==> config.mk <==
export PLATFORM = sky130hd
export DESIGN_NAME = hashmap_update_ctrl
export DESIGN_NICKNAME = d
export VERILOG_FILES = /design/src/rtl/hashmap_update_ctrl.sv
export SDC_FILE = /design/constraint.sdc
export NUM_CORES = 1
export LEC_CHECK = 0
export CORE_MARGIN = 1.5
export CORE_UTILIZATION = 56
export CTS_CLUSTER_SIZE = 10
export DETAILED_ROUTE_END_ITERATION = 10
export PLACE_DENSITY = 0.93
export SYNTH_ARGS = -nofsm -noshare
export SYNTH_HDL_FRONTEND = slang
export SYNTH_SLANG_ARGS = --single-unit
==> constraint.sdc <==
create_clock -name clk -period 4.75 [get_ports clk]
set_clock_uncertainty 0.1 [all_clocks]
set_input_delay 0.7125 -clock clk [delete_from_list [all_inputs] [get_ports clk]]
set_output_delay 0.7125 -clock clk [all_outputs]
set_load 0.01 [all_outputs]
==> src/rtl/hashmap_update_ctrl.sv <==
// hashmap_update_ctrl: read-modify-write sequencer in front of a pipelined hashmap.
// Accepted requests look up immediately, resolve NUM_PIPES cycles later (modify/delete
// on a hit, queue an insert on an update miss) and respond one cycle after resolve.
// A key hazard stall keeps a second lookup of a key from racing its own pending insert.
module hashmap_update_ctrl #(
  parameter int NUM_KEY_BITS = 8,
  parameter int NUM_VAL_BITS = 8,
  parameter int NUM_PIPES    = 2
) (
  input  logic                    clk,
  input  logic                    rst,
  input  logic                    req_valid,
  output logic                    req_ready,
  input  logic [NUM_KEY_BITS-1:0] req_key,
  input  logic [NUM_VAL_BITS-1:0] req_delta,
  input  logic                    req_clear,
  output logic                    rsp_valid,
  output logic [NUM_KEY_BITS-1:0] rsp_key,
  output logic                    rsp_hit,
  output logic [NUM_VAL_BITS-1:0] rsp_value,
  output logic                    hm_lookup,
  output logic [NUM_KEY_BITS-1:0] hm_key,
  output logic                    hm_modify,
  output logic                    hm_del,
  output logic [NUM_VAL_BITS-1:0] hm_mod_value,
  input  logic                    hm_valid,
  input  logic [NUM_VAL_BITS-1:0] hm_value,
  output logic                    hm_insert,
  output logic [NUM_KEY_BITS-1:0] hm_ins_key,
  output logic [NUM_VAL_BITS-1:0] hm_ins_value,
  input  logic                    hm_busy
);

  localparam int PTR_W = (NUM_PIPES > 1) ? $clog2(NUM_PIPES) : 1;
  localparam int CNT_W = $clog2(NUM_PIPES + 1);
  localparam logic [PTR_W-1:0] LAST_PTR = PTR_W'(NUM_PIPES - 1);
  localparam logic [CNT_W-1:0] FULL_CNT = CNT_W'(NUM_PIPES);

  // Unsigned add that clamps at all-ones instead of wrapping.
  function automatic logic [NUM_VAL_BITS-1:0] sat_add(
    input logic [NUM_VAL_BITS-1:0] a,
    input logic [NUM_VAL_BITS-1:0] b
  );
    logic [NUM_VAL_BITS:0] sum;
    sum = {1'b0, a} + {1'b0, b};
    sat_add = sum[NUM_VAL_BITS] ? {NUM_VAL_BITS{1'b1}} : sum[NUM_VAL_BITS-1:0];
  endfunction

  // In-flight shift register; the last stage is the one resolving this cycle.
  logic [NUM_PIPES-1:0]    stg_valid_r;
  logic [NUM_PIPES-1:0]    stg_clear_r;
  logic [NUM_KEY_BITS-1:0] stg_key_r   [NUM_PIPES];
  logic [NUM_VAL_BITS-1:0] stg_delta_r [NUM_PIPES];

  // Pending-insert FIFO with a per-slot valid bit for the key hazard compare.
  logic [NUM_KEY_BITS-1:0] fifo_key_r   [NUM_PIPES];
  logic [NUM_VAL_BITS-1:0] fifo_delta_r [NUM_PIPES];
  logic [NUM_PIPES-1:0]    fifo_vld_r;
  logic [PTR_W-1:0]        rd_ptr_r;
  logic [PTR_W-1:0]        wr_ptr_r;
  logic [CNT_W-1:0]        cnt_r;

  logic                    rsp_valid_r;
  logic                    rsp_hit_r;
  logic [NUM_KEY_BITS-1:0] rsp_key_r;
  logic [NUM_VAL_BITS-1:0] rsp_value_r;

  logic                    key_hazard_s;
  logic                    fifo_empty_s;
  logic                    res_valid_s;
  logic                    res_clear_s;
  logic [NUM_KEY_BITS-1:0] res_key_s;
  logic [NUM_VAL_BITS-1:0] res_delta_s;
  logic [NUM_VAL_BITS-1:0] rsp_value_s;
  logic                    push_s;
  logic                    deq_s;
  logic                    byp_s;
  logic                    enq_s;

  assign fifo_empty_s = (cnt_r == {CNT_W{1'b0}});
  assign res_valid_s  = stg_valid_r[NUM_PIPES-1] & ~rst;
  assign res_clear_s  = stg_clear_r[NUM_PIPES-1];
  assign res_key_s    = stg_key_r[NUM_PIPES-1];
  assign res_delta_s  = stg_delta_r[NUM_PIPES-1];

  // Flag a request key that matches any live in-flight entry or pending insert.
  always_comb begin
    key_hazard_s = 1'b0;
    for (int i = 0; i < NUM_PIPES; i++) begin
      key_hazard_s = key_hazard_s
                   | (stg_valid_r[i] & (stg_key_r[i] == req_key))
                   | (fifo_vld_r[i] & (fifo_key_r[i] == req_key));
    end
  end

  assign req_ready = ~rst & ~key_hazard_s & fifo_empty_s;
  assign hm_lookup = req_valid & req_ready;
  assign hm_key    = rst ? {NUM_KEY_BITS{1'b0}} : req_key;

  // Resolve the oldest entry: modify/delete on a hit, request an insert on an update miss.
  always_comb begin
    hm_modify    = 1'b0;
    hm_del       = 1'b0;
    hm_mod_value = {NUM_VAL_BITS{1'b0}};
    push_s       = 1'b0;
    rsp_value_s  = {NUM_VAL_BITS{1'b0}};
    if (res_valid_s) begin
      if (hm_valid) begin
        hm_modify = 1'b1;
        if (res_clear_s) begin
          hm_del      = 1'b1;
          rsp_value_s = hm_value;
        end else begin
          hm_mod_value = sat_add(hm_value, res_delta_s);
          rsp_value_s  = sat_add(hm_value, res_delta_s);
        end
      end else begin
        if (res_clear_s) begin
          rsp_value_s = {NUM_VAL_BITS{1'b0}};
        end else begin
          rsp_value_s = res_delta_s;
          push_s      = (res_delta_s != {NUM_VAL_BITS{1'b0}});
        end
      end
    end else begin
      push_s = 1'b0;
    end
  end

  // Issue one insert per cycle: FIFO head first, else bypass a fresh miss straight through.
  always_comb begin
    deq_s        = 1'b0;
    byp_s        = 1'b0;
    hm_insert    = 1'b0;
    hm_ins_key   = {NUM_KEY_BITS{1'b0}};
    hm_ins_value = {NUM_VAL_BITS{1'b0}};
    if (rst || hm_busy) begin
      hm_insert = 1'b0;
    end else if (!fifo_empty_s) begin
      deq_s        = 1'b1;
      hm_insert    = 1'b1;
      hm_ins_key   = fifo_key_r[rd_ptr_r];
      hm_ins_value = fifo_delta_r[rd_ptr_r];
    end else if (push_s) begin
      byp_s        = 1'b1;
      hm_insert    = 1'b1;
      hm_ins_key   = res_key_s;
      hm_ins_value = res_delta_s;
    end else begin
      hm_insert = 1'b0;
    end
  end

  assign enq_s = push_s & ~byp_s;

  // Advance accepted requests through the lookup-latency pipeline.
  always_ff @(posedge clk) begin
    if (rst) begin
      stg_valid_r <= {NUM_PIPES{1'b0}};
      stg_clear_r <= {NUM_PIPES{1'b0}};
      for (int i = 0; i < NUM_PIPES; i++) begin
        stg_key_r[i]   <= {NUM_KEY_BITS{1'b0}};
        stg_delta_r[i] <= {NUM_VAL_BITS{1'b0}};
      end
    end else begin
      stg_valid_r[0] <= hm_lookup;
      stg_clear_r[0] <= req_clear;
      stg_key_r[0]   <= req_key;
      stg_delta_r[0] <= req_delta;
      for (int i = 1; i < NUM_PIPES; i++) begin
        stg_valid_r[i] <= stg_valid_r[i-1];
        stg_clear_r[i] <= stg_clear_r[i-1];
        stg_key_r[i]   <= stg_key_r[i-1];
        stg_delta_r[i] <= stg_delta_r[i-1];
      end
    end
  end

  // Pending-insert FIFO storage, pointers and occupancy.
  always_ff @(posedge clk) begin
    if (rst) begin
      rd_ptr_r   <= {PTR_W{1'b0}};
      wr_ptr_r   <= {PTR_W{1'b0}};
      cnt_r      <= {CNT_W{1'b0}};
      fifo_vld_r <= {NUM_PIPES{1'b0}};
      for (int i = 0; i < NUM_PIPES; i++) begin
        fifo_key_r[i]   <= {NUM_KEY_BITS{1'b0}};
        fifo_delta_r[i] <= {NUM_VAL_BITS{1'b0}};
      end
    end else begin
      if (deq_s) begin
        fifo_vld_r[rd_ptr_r] <= 1'b0;
        rd_ptr_r <= (rd_ptr_r == LAST_PTR) ? {PTR_W{1'b0}} : rd_ptr_r + PTR_W'(1);
      end
      if (enq_s) begin
        fifo_vld_r[wr_ptr_r]   <= 1'b1;
        fifo_key_r[wr_ptr_r]   <= res_key_s;
        fifo_delta_r[wr_ptr_r] <= res_delta_s;
        wr_ptr_r <= (wr_ptr_r == LAST_PTR) ? {PTR_W{1'b0}} : wr_ptr_r + PTR_W'(1);
      end
      case ({enq_s, deq_s})
        2'b10:   cnt_r <= cnt_r + CNT_W'(1);
        2'b01:   cnt_r <= cnt_r - CNT_W'(1);
        default: cnt_r <= cnt_r;
      endcase
    end
  end

  // The FIFO blocks new requests while occupied, so it can never be pushed when full.
  always_ff @(posedge clk) begin
    if (!rst) begin
      assert (!(enq_s && !deq_s && (cnt_r == FULL_CNT)));
    end
  end

  // Register the response one cycle after resolve.
  always_ff @(posedge clk) begin
    if (rst) begin
      rsp_valid_r <= 1'b0;
      rsp_hit_r   <= 1'b0;
      rsp_key_r   <= {NUM_KEY_BITS{1'b0}};
      rsp_value_r <= {NUM_VAL_BITS{1'b0}};
    end else begin
      rsp_valid_r <= res_valid_s;
      rsp_hit_r   <= res_valid_s & hm_valid;
      rsp_key_r   <= res_valid_s ? res_key_s : {NUM_KEY_BITS{1'b0}};
      rsp_value_r <= rsp_value_s;
    end
  end

  assign rsp_valid = rsp_valid_r;
  assign rsp_hit   = rsp_hit_r;
  assign rsp_key   = rsp_key_r;
  assign rsp_value = rsp_value_r;

endmodule

==> results.cfg, run 1 <==
[status]
status = finished clean

[timing]
worstMarginPinSlew_ps = 1090
post-route-period-util_pct = 87.8
rsz0062_at_grt = no
hold_slack_ps = 335
max_freq_mhz = 240
layout_setup_ws_ps = 578
finalCriticalPeriod_ps = 4170
fin_setup_tns_ps = 0
slew_viol_final = 0
relSlewSlack_pct = 26.5
hold_violations = 0
setup_viol = 0

[critical_path]
crit_chain = clkdlybuf4s50_1 > nor4b_4 > a21boi_4 > nor2b_1 > buf_4 > nand2_1 > o21ai_0 > clkdlybuf4s50_1
cp.arrival_ps = 3360
cpPeakStageDelay_ps = 610
path_buf_inv = 3
crit_family = buffers and inverters
cp-end-kind = output pin
required_ps = 3940
startpoint_type = input port
cp_max_fo = 16
worstSetupPathType = input port to output pin
cp_slowest_cell = clkdlybuf4s50_1
cpMostUsedCell = clkdlybuf4s50_1

[floorplanning]
die_w_um = 91.1
initial_core_util_pct = 59.0
core_um2 = 7370
die_h_um = 91.1
io-pin-count = 85
dieArea_um2 = 8300
rows = 31

[pwr]
ir_drop_uv = 152
power_leakage_nw = 2.01
power.density_nw_per_um2 = 283
power_mw = 1.52

[detailed_routing]
routed_via_density = 5.47
drcViolationCount = 0
firstDrtPassIters = 4
wl_per_cell_um = 16.2
routed_wl_um = 9660
vias = 3271
detail-route-antenna-nets = 0
drt_iter0_drc = 265

[clocking]
cts_resized = 0
clockRootBuffer = clkbuf_8
ctsLongestPathBuffers = 2
cts_setup_buffers = 0
cts_tree = yes
h-tree-depth = 3
clk_latency_ps = 360
numCtsBuffers = 9
path_clk_slew_ps = 80
cts.sinks = 93
hold_buffers = 0

[global_routing]
antenna_found_initial = 0
grt_max_degree = 43
grt_util_all_layers_pct = 23.7
grt_pass1_wl_um = 15300
grt_pass1_vias = 3034
grt.overflow.total = 0

[worst_hold_path]
hold_class = register to register

[place]
placed_cells = 582
port_buffers = 84
dp_hpwl_um = 6890
gp_congestion = 0.905
placed_cell_area_um2 = 5190
dp_slack_ps = 602

[synthesis]
synth_cells = 425
async_reset_ff_share_pct = 0
synth.net_count = 464
synthDistinctLibCells = 44
yosysSeqAreaShare_pct = 50.2
avgSynthCellArea_um2 = 10.2
synth_edf_count = 32
synth_ff_type = dfxtp_1
yosys_warnings = 0
syn_area_um2 = 4350
ys_ff_latch = 93

[layout]
syn_to_final_growth_pct = 23.7
postLayoutCellArea_um2 = 5380
fin_nets = 533
drive_above_1_share_pct = 5.01
final_core_utilization_pct = 73.0
n_antenna_cell = 0
finalNonFillerCells = 598

[run]
maxCapViolCount = 0
==> power breakdown <==
part / internal [mW] / switching (mW)
Combinational: 0.0791 / 0.0809
Clock: 0.224 / 0.272
Sequential: 0.846 / 0.0212
==> cell usage in the layout, fill, tap and decap left out, drive strengths merged, types with 3 or more instances in the layout <==
cell type / n
nor2b: 45
buf: 3
xnor2: 7
dfxtp: 61
o21bai: 5
and3: 3
nand4: 5
mux2i: 17
ha: 8
nand2b: 5
nor2: 21
nor4: 7
inv: 6
o21ai: 26
a22oi: 3
a21o: 3
nor3: 5
a311oi: 3
nand2: 27
clkdlybuf4s50: 83
xor2: 33
edfxtp: 32
a21oi: 15
and2: 41
clkbuf: 12
a2bb2oi: 3
==> kinds of logic after synthesis <==
logic type	share of synthesized area, %
AND/OR/NAND/NOR	21.4
flip-flops	50.2
AO/OA/AOI/OAI	10.2
XOR/XNOR	8.06
buffers and inverters	3.40
multiplexers	3.91
adder cells (fa/ha/maj)	2.76
==> cell type report <==
type / count / area (um2)
clock buffer: 12 / 156
inverter: 5 / 18.8
fill: 525 / 1990
timing repair buffer: 86 / 851
clock inverter: 4 / 30.0
tap: 99 / 124
multi-input combinational: 299 / 2020
sequential: 93 / 2180
==> layer usage <==
| layer | vias up | share of wire [%] | track usage (%) |
|---|---|---|---|
| met2 | 160 | 46 | 35.8 |
| met5 | - | 0 | 0 |
| met1 | 1510 | 45 | 33.4 |
| met3 | 16 | 6.7 | 3.85 |
| li1 | 1585 | - | - |
| met4 | 0 | 1.9 | 10.8 |
==> flip-flops by register name, indices dropped and copies added (netlist names), named ones only <==
register      flops
cnt_r             2
fifo_delta_r     16
fifo_key_r       16
fifo_vld_r        2
rd_ptr_r          1
rsp_hit           1
rsp_key           8
rsp_valid         1
rsp_value         8
stg_clear_r       2
stg_delta_r      16
stg_key_r        16
stg_valid_r       2
wr_ptr_r          1
==> Yosys cell counts (2+ instances only) <==
cell type	n	share of area, %
o21bai_1	5	0.86
nand2b_1	5	0.72
inv_1	5	0.43
buf_4	2	0.35
and3_1	3	0.43
nand2_1	26	2.2
xor2_1	33	6.6
a311oi_1	3	0.60
a2bb2oi_1	3	0.60
ha_1	8	2.3
clkbuf_1	23	2.0
xnor2_1	7	1.4
a22oi_1	3	0.52
nor2_1	20	1.7
nor2b_1	45	6.5
edfxtp_1	32	22
o31ai_1	2	0.35
dfxtp_1	61	28
a211oi_1	2	0.35
buf_6	2	0.52
a21o_1	3	0.52
nor4_1	7	1.0
nand4_1	5	0.72
and2_1	41	5.9
or2_2	2	0.29
a21oi_1	15	1.7
o21ai_0	25	2.9
nor3_1	5	0.58
mux2i_1	17	3.9
==> worst reg2reg max path, cell delays in order (launching register included) <==
cell and delay [ps]:
dfxtp_1 460, nor4b_4 480, a21boi_4 370, and3_1 580, or2_2 500
==> worst paths after layout <==
path | start | to | slack [ps] | cells past startpoint
worst min register to register | stg_delta_r[0][7] | stg_delta_r[0][15] | 330 | 1
worst max register to register | stg_clear_r[1] | fifo_delta_r[1][1] | 1920 | 4
worst max-delay path | hm_valid | hm_ins_key[3] | 580 | 8
worst min-delay path | stg_delta_r[0][7] | stg_delta_r[0][15] | 330 | 1
(Power assumes the default switching activity.)
==> run 2, diff against run 1 <==
--- a/config.mk
+++ b/config.mk
@@ -5,6 +5,7 @@
 export SDC_FILE = /design/constraint.sdc
 export NUM_CORES = 1
 export LEC_CHECK = 0
+export ABC_AREA = 1
 export CORE_MARGIN = 1.5
 export CORE_UTILIZATION = 56
 export CTS_CLUSTER_SIZE = 10
==> run 2 against run 1 <==
  * Die area rose by 2.1%
  * Routed wire length grew 13%
  * Clock-buffer cell count is 1 lower
  * Non-clock buffer count is the same
  * Critical path type unchanged
  * Largest cell class unchanged
==> results.cfg, run 2 <==
[synthesis]
synth_ff_type = dfxtp_1
synthDistinctLibCells = 34
yosysMostFrequentCell = nand2_1
synth_edf_count = 32
avgSynthCellArea_um2 = 7.96
syn_area_um2 = 4440
synth_top_cell_area_share_pct = 27.5
synth.net_count = 597
synth_top_cell_by_area = dfxtp_1
synth_common_cells = nand2_1 (118), nor2_1 (105), inv_1 (95)
ys_ff_latch = 93
yosysSeqAreaShare_pct = 49.1
synthTopCellsByArea = dfxtp_1 (27%), edfxtp_1 (22%), nand2_1 (10%)
yosys_warnings = 0
synth_cells = 558
async_reset_ff_share_pct = 0

[critical_path]
reg2regPathDepth = 6
cp_max_fo = 3
cp.arrival_ps = 3210
required_ps = 3940
cp-end-kind = output pin
worstSetupPathType = input port to output pin
startpoint_type = input port

[layout]
n_antenna_cell = 0
syn_to_final_growth_pct = 25.0
layout_common_cells = nand2_1 (118), nor2_1 (105), inv_1 (95)
drive_above_1_share_pct = 6.94
final_core_utilization_pct = 72.2
fin_nets = 682
layout_commonest_cell = nand2_1

[clocking]
clockRootBuffer = clkbuf_8
hold_buffers = 0
numCtsBuffers = 9
path_clk_slew_ps = 90
cts_resized = 0
ctsLongestPathBuffers = 2
cts.sinks = 93
cts_setup_buffers = 0
cts_tree = yes
h-tree-depth = 3
clk_latency_ps = 360

[floorplanning]
initial_core_util_pct = 57.8
rows = 32
io-pin-count = 85
die_w_um = 92.1
dieArea_um2 = 8480
die_h_um = 92.1
core_um2 = 7690

[global_routing]
grt_util_all_layers_pct = 27.2
grt.overflow.total = 0
antenna_found_initial = 0
grt_max_degree = 50
grt_pass1_vias = 3797
grt_pass1_wl_um = 18100

[pwr]
pwr-share-clk_pct = 33.6
sw_frac_of_total_pct = 25.8
power.density_nw_per_um2 = 282
p_int_mw = 1.16
p_comb_share_pct = 11.3
pwr-share-seq_pct = 55.1
power_leakage_nw = 2.40
ir_drop_uv = 164
switching_power_mw = 0.404

[worst_hold_path]
hold_class = register to register
holdPathStages = 2

[timing]
rsz0062_at_grt = no
worstMarginPinSlew_ps = 848
slew_viol_final = 0
post-route-period-util_pct = 84.8
hold_violations = 0
finalCriticalPeriod_ps = 4030
max_freq_mhz = 248
fin_setup_tns_ps = 0
relSlewSlack_pct = 43.4
layout_setup_ws_ps = 724
setup_viol = 0

[place]
dp_hpwl_um = 8010
gp_congestion = 0.946
dp_slack_ps = 773
port_buffers = 84

[detailed_routing]
firstDrtPassIters = 5
drcViolationCount = 0
vias = 3975
wl_per_cell_um = 14.6
detail-route-antenna-nets = 0
routed_wl_um = 10900
drt_iter0_drc = 406
routed_via_density = 5.30

[run]
maxCapViolCount = 0

[status]
status = finished clean
==> run 2: kinds of logic (layout without fill, tap and decap cells) <==
group / count (synthesis) / count (layout) / share of synthesized area [%]
buffers and inverters: 111 / 201 / 9.92
xor gates and xnor gates: 8 / 8 / 1.58
adders and majority gates: 9 / 9 / 2.70
and+or+nand+nor: 261 / 261 / 24.4
AOI/OAI and AO/OA: 71 / 71 / 11.2
muxes: 5 / 5 / 1.13
DFF: 93 / 93 / 49.1
==> run 2: cell type report <==
class,count,area (um2)
multi-input cells,354,1820
clock buffers,11,163
clock inverters,5,37.5
inverters,99,372
fillers,583,2140
repair buffers,86,851
flip-flops and latches,93,2180
well taps,102,128
==> run 2: power groups by stage <==
| stage | combinational (mW) | clock, mW | sequential, mW |
|---|---|---|---|
| 5_1_grt | 0.195 | 0.560 | 0.865 |
| 3_3_place_gp | 0.168 | 0 | 0.878 |
| 6_report | 0.177 | 0.527 | 0.862 |
| 4_1_cts | 0.175 | 0.528 | 0.862 |
| 2_1_floorplan | 0.101 | 0 | 0.876 |
| 3_5_place_dp | 0.173 | 0 | 0.880 |
==> run 2: worst max-delay path, stage by stage <==
cell	delay, ps
clkdlybuf4s50_1	430
ha_1	240
fa_1	420
nand3_1	110
nand3_1	130
a21oi_1	280
inv_1	110
o21ai_0	220
inv_1	70
clkdlybuf4s50_1	490
==> run 2: path summary, 6_finish.rpt <==
path                                    endpoint         startpoint  slack, ps
worst min register to register    stg_clear_r[1]     stg_clear_r[0]        310
worst max register to register  fifo_key_r[1][6]  stg_delta_r[0][9]       2170
worst max-delay path             hm_mod_value[1]        hm_value[0]        720
worst min-delay path              stg_clear_r[1]     stg_clear_r[0]        310
==> run 2: routing by layer <==
layer / GRT usage [%] / wire (um)
met5: 0 / 0
met4: 9.10 / 212
met3: 4.23 / 936
met2: 46.2 / 5300
met1: 35.4 / 4470
==> run 2: metrics by stage <==
| step | std cells | cell area, um2 | power, mW | hold WS [ps] |
|---|---|---|---|---|
| 5_1_grt | 750 | 5550 | 1.62 | 315 |
| 6_report | 750 | 5550 | 1.57 | 308 |
| 4_1_cts | 750 | 5550 | 1.56 | 309 |
| 2_1_floorplan | 558 | 4440 | 0.977 | 288 |
| 3_5_place_dp | 734 | 5350 | 1.05 | 296 |
| 3_3_place_gp | 734 | 5350 | 1.05 | 289 |
==> run 3, diff against run 2 <==
--- a/config.mk
+++ b/config.mk
@@ -7,10 +7,10 @@
 export LEC_CHECK = 0
 export ABC_AREA = 1
 export CORE_MARGIN = 1.5
-export CORE_UTILIZATION = 56
+export CORE_UTILIZATION = 52
 export CTS_CLUSTER_SIZE = 10
 export DETAILED_ROUTE_END_ITERATION = 10
-export PLACE_DENSITY = 0.93
+export PLACE_DENSITY = 0.88
 export SYNTH_ARGS = -nofsm -noshare
 export SYNTH_HDL_FRONTEND = slang
 export SYNTH_SLANG_ARGS = --single-unit
==> constraint.sdc (replaced) <==
create_clock -name clk -period 4.2 [get_ports clk]
set_clock_uncertainty 0.1 [all_clocks]
set_input_delay 0.63 -clock clk [delete_from_list [all_inputs] [get_ports clk]]
set_output_delay 0.63 -clock clk [all_outputs]
set_load 0.01 [all_outputs]
==> run 3 against run 2 <==
  * Worst setup slack got worse by 440 ps
  * Critical endpoint unchanged
  * Non-clock buffer count grew 3
  * Total power is 11% higher
  * Via count down 2.9%
  * Sequential cell count did not move
==> results.cfg, run 3 (synthesis results as in run 2) <==
[clocking]
hold_buffers = 0
cts.sinks = 93
ctsLongestPathBuffers = 2
clockRootBuffer = clkbuf_8
cts_setup_buffers = 0
numCtsBuffers = 9
cts_resized = 0
h-tree-depth = 3
clk_latency_ps = 350
path_clk_slew_ps = 80
cts_tree = yes

[detailed_routing]
topRoutingLayerUsed = met4
wl_met2_um = 4970
routed-wl-met3_um = 661
wl_per_cell_um = 14.0
met1_length_um = 4730
routed_via_density = 5.10
drt_iter0_drc = 303
vias = 3858
routed_wl_um = 10600
drcViolationCount = 0
firstDrtPassIters = 5
detail-route-antenna-nets = 0

[pwr]
ir_drop_uv = 194
power.density_nw_per_um2 = 312
power_leakage_nw = 2.40

[critical_path]
startpoint_type = input port
cp.arrival_ps = 3190
worstSetupPathType = input port to output pin
timing.rr.start = cnt_r[1]
ff2ff_setup_slack_ps = 1700
required_ps = 3470
cp-end-kind = output pin
reg2regPathDepth = 4
reg2reg_to = fifo_key_r[1][3]
cp_max_fo = 11

[layout]
postLayoutCellArea_um2 = 5570
n_antenna_cell = 0
layout_common_cells = nand2_1 (118), nor2_1 (105), inv_1 (95)
fin_nets = 685
syn_to_final_growth_pct = 25.3
fill_cells = 674
drive_above_1_share_pct = 7.07
layout_commonest_cell = nand2_1

[floorplanning]
die_h_um = 95.4
core_um2 = 8260
rows = 33
dieArea_um2 = 9100
io-pin-count = 85
die_w_um = 95.4
initial_core_util_pct = 53.8

[timing]
relSlewSlack_pct = 49.8
finalCriticalPeriod_ps = 3920
post-route-period-util_pct = 93.4
slew_viol_final = 0
rsz0062_at_grt = no
worstMarginPinSlew_ps = 751
setup_viol = 0
hold_violations = 0
max_freq_mhz = 255
fin_setup_tns_ps = 0

[worst_hold_path]
holdPathStages = 2
hold-path-endpoint = stg_clear_r[1]
hold_class = register to register
hp-start = stg_clear_r[0]

[status]
status = finished clean

[run]
maxCapViolCount = 0

[place]
gp_congestion = 0.914
port_buffers = 84
dp_hpwl_um = 7990
placed_cell_area_um2 = 5380

[global_routing]
antenna_found_initial = 0
grt_pass1_vias = 3662
grt_max_degree = 33
grt_pass1_wl_um = 17300
grt.overflow.total = 0
grt_util_all_layers_pct = 25.0
## run 3: worst max-delay path by stage
stage,startpoint,endpoint,slack [ps],cells after the start
3_5_place_dp,rst,hm_mod_value[1],320,10
3_3_place_gp,hm_value[0],hm_mod_value[1],430,10
4_1_cts,rst,hm_mod_value[1],320,10
6_report,rst,hm_mod_value[1],280,10
5_1_grt,hm_value[0],hm_mod_value[1],150,10
2_1_floorplan,hm_value[0],hm_mod_value[1],1350,8
## run 3: critical path: stages
cell and delay [ps]:
clkdlybuf4s50_1 530, inv_2 140, nand2_2 80, buf_4 180, nor2_1 190, inv_1 80, nor2_1 440, o21ai_0 250
inv_1 110, clkdlybuf4s50_1 540
## run 3: where the power goes
| part | internal, mW | switching [mW] |
|---|---|---|
| clock network | 0.252 | 0.310 |
| registers | 0.959 | 0.0158 |
| logic | 0.0845 | 0.115 |
## run 3: per-layer routing
layer | vias to the layer above | track usage, %
li1 | 1922 | -
met2 | 162 | 40.2
met4 | 0 | 10.8
met5 | - | 0
met3 | 25 | 3.75
met1 | 1749 | 33.4
## run 3: cell type report
class | count | area, um2 | area share, %
Clock buffer | 12 | 155 | 2.79
Clock inverter | 4 | 27.5 | 0.495
Inverter | 99 | 372 | 6.68
Multi-Input combinational cell | 354 | 1820 | 32.7
Sequential cell | 93 | 2180 | 39.2
Tap cell | 105 | 131 | 2.36
Timing Repair Buffer | 89 | 878 | 15.8
## run 3: stage by stage
| stage | hold WS, ps | worst slack (ps) | cells | utilization [%] | power (mW) |
|---|---|---|---|---|---|
| 2_1_floorplan | 288 | 1350 | 558 | - | 1.10 |
| 3_3_place_gp | 290 | 427 | 740 | 65.2 | 1.19 |
| 3_5_place_dp | 295 | 317 | 740 | 65.2 | 1.19 |
| 4_1_cts | 307 | 316 | 756 | 67.4 | 1.74 |
| 5_1_grt | 319 | 152 | 756 | 67.4 | 1.81 |
| 6_report | 305 | 279 | 756 | 67.4 | 1.74 |
